File: src/rtl/ftoi.sv
// ftoi: IEEE-754 single-precision to signed 32-bit integer conversion.
// Two-stage pipeline: S1 classifies the operand and aligns the mantissa so the
// binary point sits above a {half, sticky} pair; S2 rounds (nearest, ties away
// from zero), applies the sign and saturates out-of-range values.
// A stall freezes both stages; reset clears every register and wins over stall.
module ftoi (
  input  logic        clk,
  input  logic        reset,
  input  logic [31:0] op,
  input  logic        valid_in,
  input  logic        stall,
  output logic [31:0] result,
  output logic        valid_out,
  output logic        ovf
);

  localparam int DATA_W  = 32;
  localparam int MAG_W   = 31;
  localparam int MANT_W  = 24;
  localparam int ALIGN_W = MAG_W + MANT_W;

  // ZERO: |op| < 0.5 rounds to 0; NORM: in range; SAT: too large;
  // MIN: exactly -2^31, representable although its magnitude needs 32 bits.
  typedef enum logic [1:0] {
    CLS_ZERO = 2'd0,
    CLS_NORM = 2'd1,
    CLS_SAT  = 2'd2,
    CLS_MIN  = 2'd3
  } cls_t;

  logic                    sign_in;
  logic [7:0]              exp_in;
  logic [MANT_W-1:0]       mant_in;
  logic [ALIGN_W-1:0]      aligned_in;
  logic [MAG_W+1:0]        mag_in;
  cls_t                    cls_in;

  logic                    vld_p1;
  logic                    sign_p1;
  cls_t                    cls_p1;
  logic [MAG_W+1:0]        mag_p1;

  logic [DATA_W:0]         out_p2;

  // Rounding: the half bit decides; the sticky bit only distinguishes an exact
  // tie from "above half", and both round the magnitude up (ties away from 0).
  function automatic logic [DATA_W-1:0] round_mag(input logic [MAG_W+1:0] a);
    logic half;
    logic sticky;
    logic tie;
    logic above;
    logic up;
    half   = a[1];
    sticky = a[0];
    tie    = half & ~sticky;
    above  = half & sticky;
    up     = tie | above;
    return {1'b0, a[MAG_W+1:2]} + {{(DATA_W-1){1'b0}}, up};
  endfunction

  // Saturation and sign application; returns {ovf, result}.
  function automatic logic [DATA_W:0] saturate(input cls_t c, input logic s,
                                               input logic [DATA_W-1:0] mag);
    logic signed [DATA_W-1:0] smag;
    logic signed [DATA_W-1:0] sres;
    logic                     o;
    smag = signed'(mag);
    sres = '0;
    o    = 1'b0;
    case (c)
      CLS_ZERO: begin
        sres = '0;
        o    = 1'b0;
      end
      CLS_NORM: begin
        sres = s ? -smag : smag;
        o    = 1'b0;
      end
      CLS_SAT: begin
        sres = s ? 32'sh8000_0000 : 32'sh7FFF_FFFF;
        o    = 1'b1;
      end
      default: begin
        sres = 32'sh8000_0000;
        o    = 1'b0;
      end
    endcase
    return {o, sres};
  endfunction

  // Operand decode, alignment and classification feeding S1.
  always_comb begin
    sign_in = op[31];
    exp_in  = op[30:23];
    mant_in = {1'b1, op[22:0]};
    // Shift by exp-126 = E+1 so the integer part lands in the top 31 bits and
    // the first fractional bit (half) sits directly below it.
    aligned_in = {{MAG_W{1'b0}}, mant_in} << (exp_in - 8'd126);
    mag_in     = {aligned_in[ALIGN_W-1:MANT_W], aligned_in[MANT_W-1],
                  |aligned_in[MANT_W-2:0]};
    if (exp_in < 8'd126) begin
      cls_in = CLS_ZERO;
    end else if (op == 32'hCF00_0000) begin
      cls_in = CLS_MIN;
    end else if (exp_in >= 8'd158) begin
      cls_in = CLS_SAT;
    end else begin
      cls_in = CLS_NORM;
    end
  end

  // ---- S1: sign, class and aligned magnitude ----
  always_ff @(posedge clk) begin
    if (reset) begin
      vld_p1  <= 1'b0;
      sign_p1 <= 1'b0;
      cls_p1  <= CLS_ZERO;
      mag_p1  <= '0;
    end else if (!stall) begin
      vld_p1  <= valid_in;
      sign_p1 <= sign_in;
      cls_p1  <= cls_in;
      mag_p1  <= mag_in;
    end
  end

  // Round, sign and saturate the S1 contents (also on bubbles, so the
  // registered outputs never carry X).
  always_comb begin
    out_p2 = saturate(cls_p1, sign_p1, round_mag(mag_p1));
  end

  // ---- S2: registered result, ovf and valid ----
  always_ff @(posedge clk) begin
    if (reset) begin
      valid_out <= 1'b0;
      result    <= '0;
      ovf       <= 1'b0;
    end else if (!stall) begin
      valid_out <= vld_p1;
      result    <= out_p2[DATA_W-1:0];
      ovf       <= out_p2[DATA_W];
    end
  end

endmodule

File: config.mk
export PLATFORM = sky130hd
export DESIGN_NAME = ftoi
export DESIGN_NICKNAME = d
export VERILOG_FILES = /design/src/rtl/ftoi.sv
export SDC_FILE = /design/constraint.sdc
export NUM_CORES = 1
export LEC_CHECK = 0
export ABC_AREA = 1
export BUFFER_PORTS_ARGS = -buffer_cell sky130_fd_sc_hd__buf_2
export CAP_MARGIN = 20
export CORE_MARGIN = 5
export CORE_UTILIZATION = 40
export CTS_BUF_LIST = sky130_fd_sc_hd__clkbuf_2 sky130_fd_sc_hd__clkbuf_4 sky130_fd_sc_hd__clkbuf_8
export CTS_CLUSTER_DIAMETER = 100
export DETAILED_ROUTE_END_ITERATION = 10
export PLACE_DENSITY = 0.62
export SLEW_MARGIN = 40
export SYNTH_ARGS = -nofsm -noshare
export SYNTH_HDL_FRONTEND = slang
export SYNTH_SLANG_ARGS = --single-unit
File: constraint.sdc
create_clock -name clk -period 4.1 [get_ports clk]
set_input_delay 0.615 -clock clk [delete_from_list [all_inputs] [get_ports clk]]
set_output_delay 0.615 -clock clk [all_outputs]
set_load 0.02 [all_outputs]
* After elaboration in Yosys (flattened, before gate mapping)
Index checks and enable logic that the tools add are counted.
Storage, ports and cells: register bits after elaboration 71, logic and storage cells 29, output and inout bits 34, input bits 36
Operators by class: muxes and demuxes 7, eq/ne operators 3, bitwise logic cells 4, add/sub/neg operators 3, reductions and logical operators 2, shift operators 1, $lt $le $gt $ge 2
Operators by type and width (number):
- $pmux 32 s3 | 1
- $mux 32 | 2
- $shl 24x8->55 | 1
- $add 31x1->32 | 1
- $eq 32x32->1 const B | 1
- $neg 32->32 | 1
- $reduce_or 23->1 | 1
- $ge 8x8->1 const B | 1
- $lt 8x7->1 const B | 1
- $sub 8x7->8 const B | 1
- $mux 2 | 3
- $and 1x1->1 | 2
- $eq 2x1->1 const B | 1
- $eq 2x2->1 const B | 1
- $logic_not 2->1 | 1
- $mux 1 | 1
- $not 1->1 | 1
- $or 1x1->1 | 1

* Depth between registers and ports, before layout
Gate-level depths: netlist of the first run.
word-level depth 7, depth in mapped cells 22, depth with buffers taken out 21

* Worst setup path after synthesis of the first run
No wires, ideal clock.
path type input port to flip-flop, from in op[24], to reg mag_p1[21], slack 1.651 ns, arrival time 2.321 ns, stages on the path 17, path buffers 1, cell sequence ha_1 > nand2_1 > nor2_2 > nand3_1 > nand2_1 > inv_1 > buf_2 > o21ai_0 > nand2_1 > nand2_1 > nor2_1 > inv_1 > nor2_1 > a31oi_1 > o22ai_1 > a31oi_1 > nor2_1
On the way: cells in the longest elaborated chain, start to end 2
RTL lines:
- from (decl) | RTL line 9 | input logic [31:0] op,
- $sub 8x7->8 | RTL line 98 | aligned_in = {{MAG_W{1'b0}}, mant_in} << (exp_in - 8'd126);
- $shl 24x8->55 | RTL line 98
- to (signal assigned) | RTL line 123 | mag_p1 <= mag_in;
- to (decl) | RTL line 41 | logic [MAG_W+1:0] mag_p1;
No other way between the ends. A chain may end at the register's enable or synchronous reset.

* Worst setup path after layout of the first run
from reg mag_p1[2], to reg result[30]
On the way: cells in the longest elaborated chain, start to end 4
RTL lines:
- $add 31x1->32 * | RTL line 58 | return {1'b0, a[MAG_W+1:2]} + {{(DATA_W-1){1'b0}}, up};
- $neg 32->32 | RTL line 76 | sres = s ? -smag : smag;
- $mux 32 * | RTL line 76
- $pmux 32 s3 * | RTL line 70 | case (c)
- to (signal assigned) | RTL line 141 | result <= out_p2[DATA_W-1:0];
- to (decl) | RTL line 12 | output logic [31:0] result,
Mark *: on every way between the ends. The rest lies on a longest branch, timed or not.

==> metrics.csv, run 1 <==
metric;value;unit
status;finished clean;
setup.worst_path.end_class;register;
hold_end;result[8];
crit_required;4.40;ns
first_iter_violations;947;
hpwl;17700;µm
synth_edf_count;0;
power_density;273;nW/µm²
fin_tns_setup;0;ns
grt_pass1_vias;7078;
peakVddDrop;0.155;mV
gp_congestion;0.985;
period_minus_slack;3.12;ns
synth_area_per_cell;5.61;µm²
worstSetupPathType;register to register;
rr_worst_depth;17;
numPlacedInstances;1450;
post_cts_buffers;0;
vias;8078;
async_reset_ff_share;0;%
intPower;1.23;mW
rsz0062_at_grt;no;
area_growth;9.31;%
ios;70;
ys_ff_latch;70;
skew;0.0106;ns
min_path_cells;2;
period_share;76.1;%
most-common-layout-cells;387 x nand2_1, 167 x nand3_1, 103 x nor2_1;
fillCellCount;1816;
fmax;321;MHz
grt_max_degree;57;
clkLatencyLatePin;0.36;ns
holdBufCountCts;0;
maxSlewViolCount;0;
r2r_end;result[30];
die_area;19700;µm²
rows;47;
p_sw;0.795;mW
grt_use_total;22.8;%
wirelength;22900;µm
swShare;39.2;%
grt_overflow;0;
worstMarginPinSlew;0.750;ns
syn-num-nets;1252;
nets;1281;
power.leakage;3.37;nW
cts_resized;0;
synthFlopType;dfxtp_1;
slew-limit-headroom;49.9;%
clockBufferDepth;2;
detail_route.wl_per_cell;15.6;µm
initial_core_util;40.9;%
final_cells;1466;
pwr-share-seq;36.1;%
die_w;140;µm
synth_top_area_share;21.4;%
cts_htree_levels;3;
cp_data_arrival_time;3.42;ns
drv_cap;0;
placed_area;7220;µm²
path_max_fanout;12;
reg2reg_slack;0.98;ns
fin_area;7430;µm²
startpoint_type;register;
ant_nets;0;
core;16600;µm²
syn_area;6800;µm²
io_buffers;69;
die_h;140;µm
cts.sink_count;70;
synth.yosys.seq_area_share;20.6;%
synth_area_leaders;nand2_1 21%, dfxtp_1 21%, nand3_1 12%;
cts_tree;done;
reg2reg_from;mag_p1[2];
ys_types;48;
hold_start;result[8];
antenna_found_initial;0;
hold_violations;0;
hold_class;register to register;
cts_buffers;9;
postSynthCellCount;1212;
ys_warn_count;0;
layout_commonest_cell;nand2_1;
cts_root_buffer;clkbuf_8;
p_clk_share;29.6;%
drc_errors;0;
grt_pass1_wl;37300;µm
path_clk_slew;0.08;ns
setup_violations;0;
dr.pass1.iters;6;
drive_gt1_share;11.1;%
power_frac_comb;34.3;%
antenna_cells;0;
yosys.area.top_type;nand2_1;
routed_via_density;5.51;
==> cells in the mapped netlist, types with 9 or more instances <==
cell and number:
buf_2 9, nor2_1 104, a21oi_1 75, o21ai_0 59
xor2_1 15, o22ai_1 13, nor3_1 24, dfxtp_1 70
nand2_1 387, nand2_2 9, clkbuf_1 35, nand3_1 168
a31oi_1 10, buf_1 13, nand4_1 37, inv_1 94
==> per-layer routing <==
metal | up-vias | wire length (µm) | track usage [%]
met5 | - | 0 | 0
met4 | 0 | 385 | 5.56
met3 | 28 | 1760 | 3.34
met2 | 343 | 9670 | 33.2
met1 | 3611 | 11100 | 35.1
li1 | 4096 | - | -
==> final cells by class <==
cell class	count	area [µm²]	share of cell area, %
repair buffers	85	478	6.43
clock buffers	11	151	2.04
clock inverters	5	57.6	0.774
well taps	220	275	3.70
flip-flops and latches	70	1400	18.8
multi-input cells	974	4690	63.1
inverters	101	379	5.10
==> sequential cells by signal (all words and copies together), names as in the netlist <==
register   flops
valid_out      1
ovf            1
vld_p1         1
result        32
cls_p1         2
sign_p1        1
mag_p1        32
==> per-stage QoR <==
step	utilization (%)	total power, mW	hold WS, ns	setup slack (ns)
after global placement	43.4	1.43	0.443	0.716
after CTS	44.6	2.02	0.457	1.03
after global routing	44.7	2.16	0.481	0.691
after floorplan	-	1.25	0.449	1.65
after detailed placement	43.4	1.43	0.445	0.694
final	44.7	2.03	0.456	0.981
==> power groups by stage <==
stage	Clock (mW)	Combinational (mW)	Sequential, mW
5_1_grt	0.646	0.776	0.737
3_5_place_dp	0	0.681	0.748
2_1_floorplan	0	0.488	0.758
3_3_place_gp	0	0.679	0.748
4_1_cts	0.608	0.684	0.732
6_report	0.600	0.695	0.733
==> worst max path at each step <==
stage               from          to  slack, ns  depth (start not counted)
6_report       mag_p1[2]  result[30]       0.98                         17
4_1_cts        mag_p1[2]  result[30]       1.03                         16
2_1_floorplan     op[24]  mag_p1[21]       1.65                         17
3_3_place_gp      op[24]  mag_p1[15]       0.72                         15
5_1_grt           op[24]  mag_p1[15]       0.69                         15
3_5_place_dp      op[24]  mag_p1[15]       0.69                         15
==> cells by family (layout without fill, tap and decap cells) <==
kind of cell / Yosys count / count (layout) / share of synthesized area, %
compound gates: 192 / 192 / 15.8
xor+xnor: 19 / 19 / 2.83
fa+ha+maj: 4 / 4 / 0.736
buf+inv: 168 / 202 / 10.6
flops: 70 / 70 / 20.6
simple gates: 759 / 759 / 49.4
==> critical path, stage by stage (launching register included) <==
cell     delay (ns)
dfxtp_1        0.35
ha_1           0.22
ha_1           0.22
nand3_2        0.20
nor2_8         0.25
nand2_4        0.11
xor2_1         0.19
inv_1          0.07
nand2_1        0.08
nor2_1         0.19
nand4_1        0.14
nand2_1        0.33
nand3_1        0.12
nand2_1        0.08
nand3_1        0.10
nand2_1        0.19
nand2_1        0.09
a21oi_1        0.13
(Power assumes the default switching activity.)
==> run 2, diff against run 1 <==
--- a/config.mk
+++ b/config.mk
@@ -13,7 +13,7 @@
 export CTS_BUF_LIST = sky130_fd_sc_hd__clkbuf_2 sky130_fd_sc_hd__clkbuf_4 sky130_fd_sc_hd__clkbuf_8
 export CTS_CLUSTER_DIAMETER = 100
 export DETAILED_ROUTE_END_ITERATION = 10
-export PLACE_DENSITY = 0.62
+export PLACE_DENSITY = 0.64
 export SLEW_MARGIN = 40
 export SYNTH_ARGS = -nofsm -noshare
 export SYNTH_HDL_FRONTEND = slang
==> constraint.sdc (replaced) <==
create_clock -name clk -period 2.5 [get_ports clk]
set_input_delay 0.375 -clock clk [delete_from_list [all_inputs] [get_ports clk]]
set_output_delay 0.375 -clock clk [all_outputs]
set_load 0.02 [all_outputs]
==> metrics.csv, run 2 (synthesis results as in run 1) <==
metric;value;unit
setup_violations;3;
power.leakage;4.01;nW
holdBufCountCts;0;
drc_errors;0;
fin_tns_setup;-0.0392;ns
area_growth;25.9;%
setup_slack;-0.0205;ns
core;16600;µm²
grt_pass1_vias;7538;
swShare;37.8;%
setup.worst_path.end_class;register;
die_area;19700;µm²
cts_htree_levels;3;
fillCellCount;1791;
startpoint_type;register;
first_iter_violations;877;
hold_violations;0;
layout_commonest_cell;nand2_1;
rsz0062_at_grt;yes;
cts_buffers;9;
power_frac_comb;37.9;%
die_h;140;µm
initial_core_util;40.9;%
path_max_fanout;4;
period_minus_slack;2.52;ns
die_w;140;µm
worstSetupPathType;register to register;
io_buffers;69;
fmax;397;MHz
hold_class;input pin to register;
grt_use_total;23.4;%
nets;1390;
routed_via_density;5.39;
rows;47;
ios;70;
drive_gt1_share;21.2;%
dr.pass1.iters;5;
power_density;424;nW/µm²
crit_required;2.81;ns
p_sw;1.38;mW
drv_cap;0;
grt_max_degree;57;
worstMarginPinSlew;0.760;ns
pwr-share-seq;33.1;%
maxSlewViolCount;0;
status;complete, but fails checks;
p_clk_share;29.0;%
ant_nets;0;
wirelength;23900;µm
top_regs;mag_p1 x32, result x32, cls_p1 x2;
fin_total_pwr;3.63;mW
cts_root_buffer;clkbuf_8;
grt_pass1_wl;38300;µm
detail_route.wl_per_cell;15.2;µm
grt_overflow;0;
most-common-layout-cells;377 x nand2_1, 160 x nand3_1, 116 x buf_4;
peakVddDrop;0.296;mV
path_clk_slew;0.09;ns
cts_tree;done;
gp_congestion;0.945;
cts.sink_count;70;
hpwl;18700;µm
clockBufferDepth;2;
antenna_cells;0;
violations;negative setup slack;
skew;0.0136;ns
clkLatencyLatePin;0.37;ns
antenna_found_initial;0;
slew-limit-headroom;49.2;%
cp_data_arrival_time;2.83;ns
period_share;101;%
intPower;2.26;mW
vias;8483;
==> run 2: critical path, stage by stage (launching register included) <==
cell and delay (ns):
dfxtp_2 0.36, ha_4 0.15, ha_4 0.14, nand3_4 0.11, nor2_8 0.14, buf_4 0.14
xor2_4 0.17, nand2_2 0.09, nor2_4 0.11, nand2_2 0.08, nor2_4 0.14, nand2_4 0.07
nand2_4 0.08, nand2_4 0.07, nor2_4 0.14, nand2_1 0.06, nand2_1 0.06, nand3_2 0.05
nand2_1 0.06, nand2_1 0.06, a21oi_2 0.15
==> run 2: repair_timing <==
| action | CTS | global route |
|---|---|---|
| endpoints found under the setup margin | 16 | 24 |
| resized for setup | 22 | 43 |
| buffers inserted | 1 | 8 |
| pin swaps | 11 | 22 |
==> run 2: power by group through the flow <==
stage	combinational (mW)	sequential, mW	clock (mW)
3_3_place_gp	1.27	1.23	0
5_1_grt	1.51	1.21	1.10
6_report	1.38	1.20	1.05
2_1_floorplan	0.801	1.24	0
3_5_place_dp	1.28	1.23	0
4_1_cts	1.30	1.20	1.06
==> run 2: path summary, 6_finish.rpt <==
path | from | endpoint | slack (ns) | cells past startpoint
setup / recovery | mag_p1[2] | result[29] | -0.02 | 20
hold / removal | valid_in | vld_p1 | 0.25 | 3
setup reg to reg | mag_p1[2] | result[29] | -0.02 | 20
hold reg to reg | result[8] | result[8] | 0.46 | 2
==> run 2: per-layer routing <==
| metal | routed length, µm | track usage [%] | vias up |
|---|---|---|---|
| li1 | - | - | 4311 |
| met1 | 11100 | 34.1 | 3862 |
| met2 | 10700 | 36.6 | 287 |
| met3 | 1840 | 4.33 | 23 |
| met4 | 260 | 3.77 | 0 |
| met5 | 0 | 0 | - |
==> run 2: cell type report <==
class                           instances  area (µm²)  area share [%]
Multi-Input combinational cell        974        4910            57.3
Sequential cell                        70        1410            16.4
Timing Repair Buffer                  194        1370            16.0
Inverter                              101         379            4.43
Tap cell                              220         275            3.21
Clock buffer                           10         138            1.61
Clock inverter                          6        85.1           0.993
==> run 2: metrics by stage <==
stage | worst slack [ns] | area (µm²) | utilization [%] | hold slack (ns) | instances
after floorplan | 0.0578 | 6800 | - | 0.449 | 1212
after global placement | -0.101 | 8030 | 48.3 | 0.445 | 1550
after detailed placement | -0.168 | 8030 | 48.3 | 0.449 | 1550
after CTS | -0.00599 | 8350 | 50.2 | 0.242 | 1567
after global routing | -0.226 | 8560 | 51.5 | 0.269 | 1575
final | -0.0205 | 8560 | 51.5 | 0.250 | 1575
